--- src/rtl/data_cache_controller_pkg.sv ---
// Shared state encoding and geometry for the direct-mapped data cache.
// Widths default here; the controller derives its own from its parameters.
package data_cache_controller_pkg;

    localparam int ADDR_W   = 10;
    localparam int DATA_W   = 32;
    localparam int INDEX_W  = 4;
    localparam int OFFSET_W = 2;
    localparam int RAM_AW   = INDEX_W + OFFSET_W;

    typedef enum logic [1:0] {
        IDLE      = 2'd0,
        REFILL    = 2'd1,
        WRITE_MEM = 2'd2
    } state_t;

    function automatic int tag_width(
        input int aw,
        input int iw,
        input int ow
    );
        return aw - iw - ow;
    endfunction

endpackage

--- src/rtl/data_cache_controller_ram.sv ---
// Cache data array: one synchronous write port, one combinational
// read port, addressed by {index, offset}.
module cache_data_ram
    import data_cache_controller_pkg::*;
#(
    parameter int DATA_WIDTH = DATA_W,
    parameter int AW         = RAM_AW
) (
    input  logic                  CLK,
    input  logic                  we,
    input  logic [AW-1:0]         waddr,
    input  logic [DATA_WIDTH-1:0] wdata,
    input  logic [AW-1:0]         raddr,
    output logic [DATA_WIDTH-1:0] rdata
);

    logic [DATA_WIDTH-1:0] mem [1 << AW];

    always_ff @(posedge CLK) begin
        if (we) begin
            mem[waddr] <= wdata;
        end
    end

    assign rdata = mem[raddr];

endmodule

--- src/rtl/data_cache_controller.sv ---
// Direct-mapped, write-through, no-write-allocate data cache controller.
// Holds tags, valid bits, the refill/write FSM and the pipeline stall.
module data_cache_controller
    import data_cache_controller_pkg::*;
#(
    parameter int ADDR_WIDTH   = ADDR_W,
    parameter int DATA_WIDTH   = DATA_W,
    parameter int INDEX_WIDTH  = INDEX_W,
    parameter int OFFSET_WIDTH = OFFSET_W
) (
    input  logic                  CLK,
    input  logic                  RST,
    input  logic                  cpu_rd,
    input  logic                  cpu_wr,
    input  logic [ADDR_WIDTH-1:0] cpu_addr,
    input  logic [DATA_WIDTH-1:0] cpu_wdata,
    output logic [DATA_WIDTH-1:0] cpu_rdata,
    output logic                  stall,
    output logic                  mem_rd,
    output logic                  mem_wr,
    output logic [ADDR_WIDTH-1:0] mem_addr,
    output logic [DATA_WIDTH-1:0] mem_wdata,
    input  logic [DATA_WIDTH-1:0] mem_rdata,
    input  logic                  mem_ready
);

    localparam int TAG_WIDTH =
        tag_width(ADDR_WIDTH, INDEX_WIDTH, OFFSET_WIDTH);
    localparam int LINE_CNT = 1 << INDEX_WIDTH;
    localparam int RAW      = INDEX_WIDTH + OFFSET_WIDTH;

    state_t                  state;
    logic [LINE_CNT-1:0]     valid;
    logic [TAG_WIDTH-1:0]    tags [LINE_CNT];
    logic [OFFSET_WIDTH-1:0] cnt;
    logic [OFFSET_WIDTH-1:0] cnt_nxt;
    logic                    wr_done;
    logic [TAG_WIDTH-1:0]    rf_tag;
    logic [INDEX_WIDTH-1:0]  rf_idx;

    logic [TAG_WIDTH-1:0]    a_tag;
    logic [INDEX_WIDTH-1:0]  a_idx;
    logic [OFFSET_WIDTH-1:0] a_off;

    logic idle;
    logic hit;
    logic wr_req;
    logic rd_miss;
    logic beat;
    logic last_beat;

    logic                  ram_we;
    logic [RAW-1:0]        ram_waddr;
    logic [DATA_WIDTH-1:0] ram_wdata;
    logic [DATA_WIDTH-1:0] ram_rdata;

    assign {a_tag, a_idx, a_off} = cpu_addr;

    assign idle      = state == IDLE;
    assign hit       = valid[a_idx] && tags[a_idx] == a_tag;
    // A write already retired this request cycle; let the CPU move on.
    assign wr_req    = idle && cpu_wr && !wr_done;
    assign rd_miss   = idle && cpu_rd && !hit;
    assign beat      = state == REFILL && mem_ready;
    assign last_beat = beat && &cnt;
    assign cnt_nxt   = cnt + OFFSET_WIDTH'(1);

    assign stall = !RST && (!idle || wr_req || rd_miss);

    assign cpu_rdata = (idle && cpu_rd && hit) ? ram_rdata : '0;

    always_comb begin
        ram_we    = 1'b0;
        ram_waddr = {a_idx, a_off};
        ram_wdata = cpu_wdata;
        unique case (1'b1)
            beat: begin
                ram_we    = 1'b1;
                ram_waddr = {rf_idx, cnt};
                ram_wdata = mem_rdata;
            end
            wr_req && hit: begin
                ram_we = 1'b1;
            end
            default: ;
        endcase
    end

    cache_data_ram #(
        .DATA_WIDTH(DATA_WIDTH),
        .AW        (RAW)
    ) u_ram (
        .CLK  (CLK),
        .we   (ram_we),
        .waddr(ram_waddr),
        .wdata(ram_wdata),
        .raddr({a_idx, a_off}),
        .rdata(ram_rdata)
    );

    always_ff @(posedge CLK) begin
        if (last_beat) begin
            tags[rf_idx] <= rf_tag;
        end
    end

    always_ff @(posedge CLK or posedge RST) begin
        if (RST) begin
            state     <= IDLE;
            valid     <= '0;
            cnt       <= '0;
            wr_done   <= 1'b0;
            mem_rd    <= 1'b0;
            mem_wr    <= 1'b0;
            mem_addr  <= '0;
            mem_wdata <= '0;
            rf_tag    <= '0;
            rf_idx    <= '0;
        end else begin
            unique case (state)
                IDLE: begin
                    if (wr_req) begin
                        state     <= WRITE_MEM;
                        mem_wr    <= 1'b1;
                        mem_addr  <= cpu_addr;
                        mem_wdata <= cpu_wdata;
                    end else if (rd_miss) begin
                        state    <= REFILL;
                        mem_rd   <= 1'b1;
                        cnt      <= '0;
                        rf_tag   <= a_tag;
                        rf_idx   <= a_idx;
                        mem_addr <= {a_tag, a_idx,
                                     {OFFSET_WIDTH{1'b0}}};
                    end else begin
                        wr_done <= 1'b0;
                    end
                end
                REFILL: begin
                    if (mem_ready) begin
                        cnt      <= cnt_nxt;
                        mem_addr <= {rf_tag, rf_idx, cnt_nxt};
                        if (&cnt) begin
                            state         <= IDLE;
                            mem_rd        <= 1'b0;
                            valid[rf_idx] <= 1'b1;
                        end
                    end
                end
                WRITE_MEM: begin
                    if (mem_ready) begin
                        state   <= IDLE;
                        mem_wr  <= 1'b0;
                        wr_done <= 1'b1;
                    end
                end
                default: state <= IDLE;
            endcase
        end
    end

endmodule

--- config.mk ---
export PLATFORM = sky130hd
export DESIGN_NAME = data_cache_controller
export DESIGN_NICKNAME = d
export VERILOG_FILES = /design/src/rtl/data_cache_controller_pkg.sv /design/src/rtl/data_cache_controller_ram.sv /design/src/rtl/data_cache_controller.sv
export SDC_FILE = /design/constraint.sdc
export NUM_CORES = 2
export LEC_CHECK = 0
export CAP_MARGIN = 20
export CORE_ASPECT_RATIO = 0.6
export CORE_UTILIZATION = 43
export DETAILED_ROUTE_END_ITERATION = 16
export PLACE_DENSITY = 0.65
export SYNTH_ARGS = -nofsm -noshare
export SYNTH_HDL_FRONTEND = slang
export SYNTH_HIERARCHICAL = 1
export SYNTH_SLANG_ARGS = --single-unit
--- constraint.sdc ---
create_clock -name CLK -period 5.15 [get_ports CLK]
set_clock_uncertainty 0.2 [all_clocks]
set_input_delay 0.515 -clock CLK [delete_from_list [all_inputs] [get_ports CLK]]
set_output_delay 0.515 -clock CLK [all_outputs]
set_load 0.01 [all_outputs]
=== Word level (Yosys, flattened, before mapping) ===
Memory sizes are Yosys's and may differ from the RTL's.
Index checks and enable logic that the tools add are counted.

* Register bits: 73
* Memory bits (writable): 2112
* Bits of input ports: 79
* Output and inout port bits: 77
* Word-level logic and storage cells: 98
* Memories: 2

* $add $sub $neg: 1
* Magnitude comparators: 3
* Eq/ne operators: 11
* Multiplexer cells: 38
* Bitwise gates (word level): 2
* Reductions and logical operators: 31

{| class="wikitable"
|+ Memory list
! name !! depth !! width !! rd ports !! clocked after Yosys merged registers in !! wr ports !! line !! source
|-
| u_ram.mem || 64 || 32 || 1 || 0 || 1 || data_cache_controller_ram.sv:17 || <nowiki>logic [DATA_WIDTH-1:0] mem [1 << AW];</nowiki>
|-
| tags || 16 || 4 || 1 || 0 || 1 || data_cache_controller.sv:34 || <nowiki>logic [TAG_WIDTH-1:0] tags [LINE_CNT];</nowiki>
|}

{| class="wikitable"
|+ Operator list
! kind !! number
|-
| 32-bit two-way mux || 2
|-
| 10-bit two-way mux || 3
|-
| 10-bit case mux with 2 select lines || 1
|-
| 1-bit two-way mux || 16
|-
| 2-bit two-way mux || 8
|-
| 16-bit bitwise OR || 1
|-
| 4-bit AND reduction || 4
|-
| 1-bit logical AND || 11
|-
| 4-bit by 5-bit less-than comparator with 1-bit output (second input constant) || 2
|-
| 3-bit AND reduction || 3
|-
| 2-bit != test (second input constant) || 4
|-
| 6-bit two-way mux || 1
|-
| 2-bit by 1-bit != test with 1-bit output (second input constant) || 3
|-
| 1-bit case mux with 2 select lines || 3
|-
| 2-bit case mux with 3 select lines || 1
|-
| 5-bit AND reduction || 1
|-
| 1-bit binary-select mux with 4-bit select || 1
|-
| 1-bit demux with 4-bit select || 1
|-
| 4-bit equality test || 1
|-
| 4-bit by 1-bit greater-or-equal comparator with 1-bit output (second input constant) || 1
|-
| 1-bit zero test || 4
|-
| 2-bit case mux with 2 select lines || 1
|-
| 2-bit AND reduction || 2
|-
| 2-bit nonzero test || 2
|-
| 8 further kinds || 9
|}

=== Depth between registers and ports, before layout ===
* Depth in word-level cells: 8
* Gate-level depth with buffers: 12

=== Cells and area by module ===
Netlist, hierarchy kept.

{| class="wikitable"
|+ Modules (own cells, without submodules)
! module !! times used !! cells each !! area an instance (um^2) !! sequential area each (um^2)
|-
| cache_data_ram || 1 || 3292 || 77874.7 || 61499.0
|-
| data_cache_controller || 1 || 530 || 6480.0 || 3748.6
|}

=== Least setup slack after synthesis ===
No wires, ideal clock.

* Path kind: in2reg
* From: input cpu_addr[5]
* To: memory u_ram/mem[48][0] (netlist bit), enable pin
* Setup time: 0.461 ns
* Arrival: 5.052 ns
* Data required time: 4.489 ns
* Path slack: -0.563 ns
* Stages on the path: 9
* Buffers on the path: 1
* Cells stage by stage: buf_1 > mux4_2 > mux4_2 > xnor2_2 > nand4b_4 > o21ai_0 > nor2b_1 > nand4b_1 > nor3_1

* Word-level cells in the longest chain between the ends: 8
* Elaborated cells on any way between the ends: 11

{| class="wikitable"
|+ RTL lines
! element !! line !! source
|-
| from (decl) || data_cache_controller.sv:15 || <nowiki>input logic [ADDR_WIDTH-1:0] cpu_addr,</nowiki>
|-
| memory 16 x 4 bit or 1-bit binary-select mux with 4-bit select (tied branches) || -- ||
|-
| 4-bit equality test or 1-bit two-way mux (tied branches) || data_cache_controller.sv:60 || <nowiki>assign hit = valid[a_idx] && tags[a_idx] == a_tag;</nowiki>
|-
| 1-bit logical AND * || data_cache_controller.sv:60 ||
|-
| 1-bit logical AND * || data_cache_controller.sv:82 || <nowiki>wr_req && hit: begin</nowiki>
|-
| 2-bit OR reduction (no line) * || -- ||
|-
| 1-bit two-way mux * || data_cache_controller.sv:76 || <nowiki>unique case (1'b1)</nowiki>
|-
| net ram_we || data_cache_controller.sv:52 || <nowiki>logic ram_we;</nowiki>
|-
| 1-bit two-way mux * || data_cache_controller_ram.sv:20 || <nowiki>if (we) begin</nowiki>
|-
| 1-bit two-way mux (implied by the code) * || data_cache_controller_ram.sv:21 || <nowiki>mem[waddr] <= wdata;</nowiki>
|-
| to (decl) || data_cache_controller_ram.sv:17 ||
|}

The timed path passes the listed nets; every way through them passes the cells marked *. The select of a mux whose other input is x is not followed.

=== Worst setup path after layout ===
* From: input cpu_addr[4]
* To: output cpu_rdata[17]

* Elaborated cells on any way between the ends: 8

{| class="wikitable"
|+ RTL lines
! element !! line !! source
|-
| memory 64 x 32 bit || -- ||
|-
| net ram_rdata[17] || data_cache_controller.sv:55 || <nowiki>logic [DATA_WIDTH-1:0] ram_rdata;</nowiki>
|-
| 32-bit two-way mux || data_cache_controller.sv:70 || <nowiki>assign cpu_rdata = (idle && cpu_rd && hit) ? ram_rdata : '0;</nowiki>
|-
| to (decl) || data_cache_controller.sv:17 || <nowiki>output logic [DATA_WIDTH-1:0] cpu_rdata,</nowiki>
|}

The timed path passes the listed nets, and every way through them passes these cells. The select of a mux whose other input is x is not followed.

==> results_dict.tcl <==
set metrics [dict create \
    holdBufCountCts 2 \
    io_pins 156 \
    place_ws_ps 52.08 \
    timing.fmax_ghz 0.1986 \
    setup_viol 0 \
    grt_max_degree 66 \
    ys_seq_area_share_pct 77.35 \
    n_antenna_cell 0 \
    finalHoldViolCount 0 \
    core_um2 194200 \
    fin_ws_ps 114.6 \
    postSynthCellCount 3822 \
    synth_area_leader_cell "edfxtp_1" \
    die_h_um 345.1 \
    synth-seq-cells 2185 \
    finalNetCount 4348 \
    syn_area_um2 84350 \
    yosys_warnings 6 \
    p_leak_nw 31.16 \
    crit_type "in -> out" \
    drive_gt1_share_pct 29.95 \
    ant_nets 0 \
    cpPeakStageDelay_ps 660 \
    cts.htree.levels 4 \
    gp_congestion 0.8704 \
    dieArea_um2 198000 \
    synth_fa_ha_area_share_pct 0.01483 \
    port_buffers 155 \
    vias 42450 \
    syn_nets 3902 \
    dp_hpwl_um 138900 \
    clock_path_buffers 4 \
    synthDistinctLibCells 58 \
    maxSlewViolCount 0 \
    yosysTopAreaCellShare_pct 75.18 \
    ir_drop_mv 0.3276 \
    startpoint "cpu_addr[4]" \
    min_from "cpu_addr[2]" \
    utilization_pct 50.49 \
    path_cells "buf_2 -> buf_4 -> buf_4 -> nand2b_1 -> o32ai_1 -> nor3_1 -> buf_4 -> and2_1 -> clkdlybuf4s50_1" \
    slowest_stage "nor3_1" \
    rsz0062_at_grt "false" \
    grt_pass1_wl_um 316100 \
    cp-end-kind "output pin" \
    cts_sinks 2185 \
    hold_path_class "in -> reg" \
    start_util_pct 43.43 \
    tightest_slew_ps 1134 \
    routed_wl_um 223100 \
    avgViaCountPerCell 6.056 \
    synth_top_family_by_area "multiplexers" \
    status "complete, no violations" \
    drc 0 \
    synthArstFlopShare_pct 3.341 \
    synth_compound_area_share_pct 1.915 \
    grt_overflow 0 \
    firstDrtPassIters 8 \
    fin_crit_ps 5035 \
    yosys-top-cells-area "edfxtp_1, mux4_2, dfrtp_1, mux2i_1, mux2_2" \
    worst_path_most_repeated_cell "buf_4" \
    n_fill_cell 15120 \
    min_period_over_period_pct 97.77 \
    synth_edf_count 2112 \
    drt_iter0_markers 6929 \
    syn_to_final_growth_pct 16.27 \
    powerDensity_nw_per_um2 422.5 \
    die_w_um 573.8 \
    cts_tree "yes" \
    critPathRequiredTime_ps 4430 \
    tns_ps 0 \
    wl_per_cell_um 31.83 \
    synth_most_common_cell "edfxtp_1" \
    yosys-top-cells-count "edfxtp_1, mux4_2, nor2_1, nand2_1" \
    synthMuxAreaShare_pct 17.00 \
    grt_antenna_before_repair 13 \
    synth_xor_area_share_pct 0.02967 \
    syn_avg_cell_area_um2 22.07 \
    cts.clk_slew.worst_paths_ps 60 \
    ys.flop_type "edfxtp_1" \
    grt_pass1_vias 41420 \
    cts_root_buf "clkbuf_16" \
    arrival_ps 4320 \
    gr-usage-all-layers_pct 22.44 \
    timing.rr.start "tags[15][1]" \
    critPathLaunchType "primary input" \
    cp_top_family "buffers and inverters" \
    synth_simple_gate_area_share_pct 2.470 \
    cap_violations 0 \
    cts_buffers 192 \
    cts_post_setup_buffers_inserted 0 \
    cts_resized 0 \
    slew_headroom_pct 23.79 \
    clock_latency_ps 850 \
    fp-row-count 125 \
    cp.buffers_inverters 5 \
    critPathMaxFanout 24 \
]
## flip-flops by register name (all words and copies together) (netlist names)
signal and count:
cnt 2, mem_addr 10, mem_rd 1, mem_wdata 32, mem_wr 1, rf_idx 4, rf_tag 4, state 2
tags 64, u_ram/mem 2048, valid 16, wr_done 1
## worst min-delay path: stages
cell and delay (ps):
buf_8 180, mux2_2 210, mux2_2 140
## final timing paths
check / slack [ps] / end / cells past startpoint
min in group asynchronous: 580 / mem_wdata[30] / 3
worst max register to register: 640 / u_ram/mem[10][15] / 12
max in group asynchronous: 3140 / mem_wdata[23] / 4
worst min-delay path: 60 / mem_addr[2] / 3
worst max-delay path: 110 / cpu_rdata[17] / 9
worst min register to register: 260 / valid[9] / 1
## kinds of logic (layout without fill, tap and decap cells)
group / after synthesis / count (layout)
and+or+nand+nor: 454 / 454
AOI/OAI and AO/OA: 241 / 241
DFF: 2185 / 2185
buffers and inverters: 218 / 803
muxes: 721 / 721
adders and majority gates: 1 / 1
xor gates and xnor gates: 2 / 2
## stage by stage
stage	total power, W	hold slack, ps	instances	cell area, um2
6_report	0.04144	58.24	7010	98080
5_1_grt	0.04260	48.42	7010	98080
3_3_place_gp	0.02724	246.2	6675	91970
2_1_floorplan	0.02463	222.6	3822	84360
3_5_place_dp	0.02740	249.4	6675	91970
4_1_cts	0.04159	12.41	7010	98080
## placed cells by master, fill, tap and decap left out, types with 14 or more instances in the layout
master and instances:
nor2b_1 22, nand2_2 32, clkbuf_1 31, dfrtp_1 73
edfxtp_1 2112, o221ai_1 27, buf_4 235, a21oi_1 63
mux2_2 61, bufinv_16 20, o22ai_1 85, mux4_2 563
nand2_1 125, nor2_1 98, clkinv_2 32, a22oi_1 14
nor2_4 63, buf_12 73, and2_1 34, clkbuf_16 195
clkdlybuf4s50_1 149, clkinv_1 32, mux2i_1 97
## report_power, final
group	switching (W)	internal, W
Clock	0.00644	0.00795
Sequential	0.000369	0.0214
Combinational	0.00361	0.00171
## area by class of cell
class	count	area, um2	area share [%]
Multi-Input combinational cell	1419	18660	19.02
Tap cell	2603	3257	3.321
Clock inverter	106	1086	1.107
Timing Repair Buffer	465	4803	4.897
Inverter	5	18.77	0.01914
Sequential cell	2185	65250	66.52
Clock buffer	227	5010	5.108
## routing by layer
metal  vias up  GRT usage, %  part of all wire, %
met5         -             0                0.012
met4         4         3.846                  1.5
met3       252         6.115                   13
met2      2515         30.84                   42
met1     22760         35.95                   43
li1      16930             -                    -
Note: power is estimated with default switching activity, not from simulation.
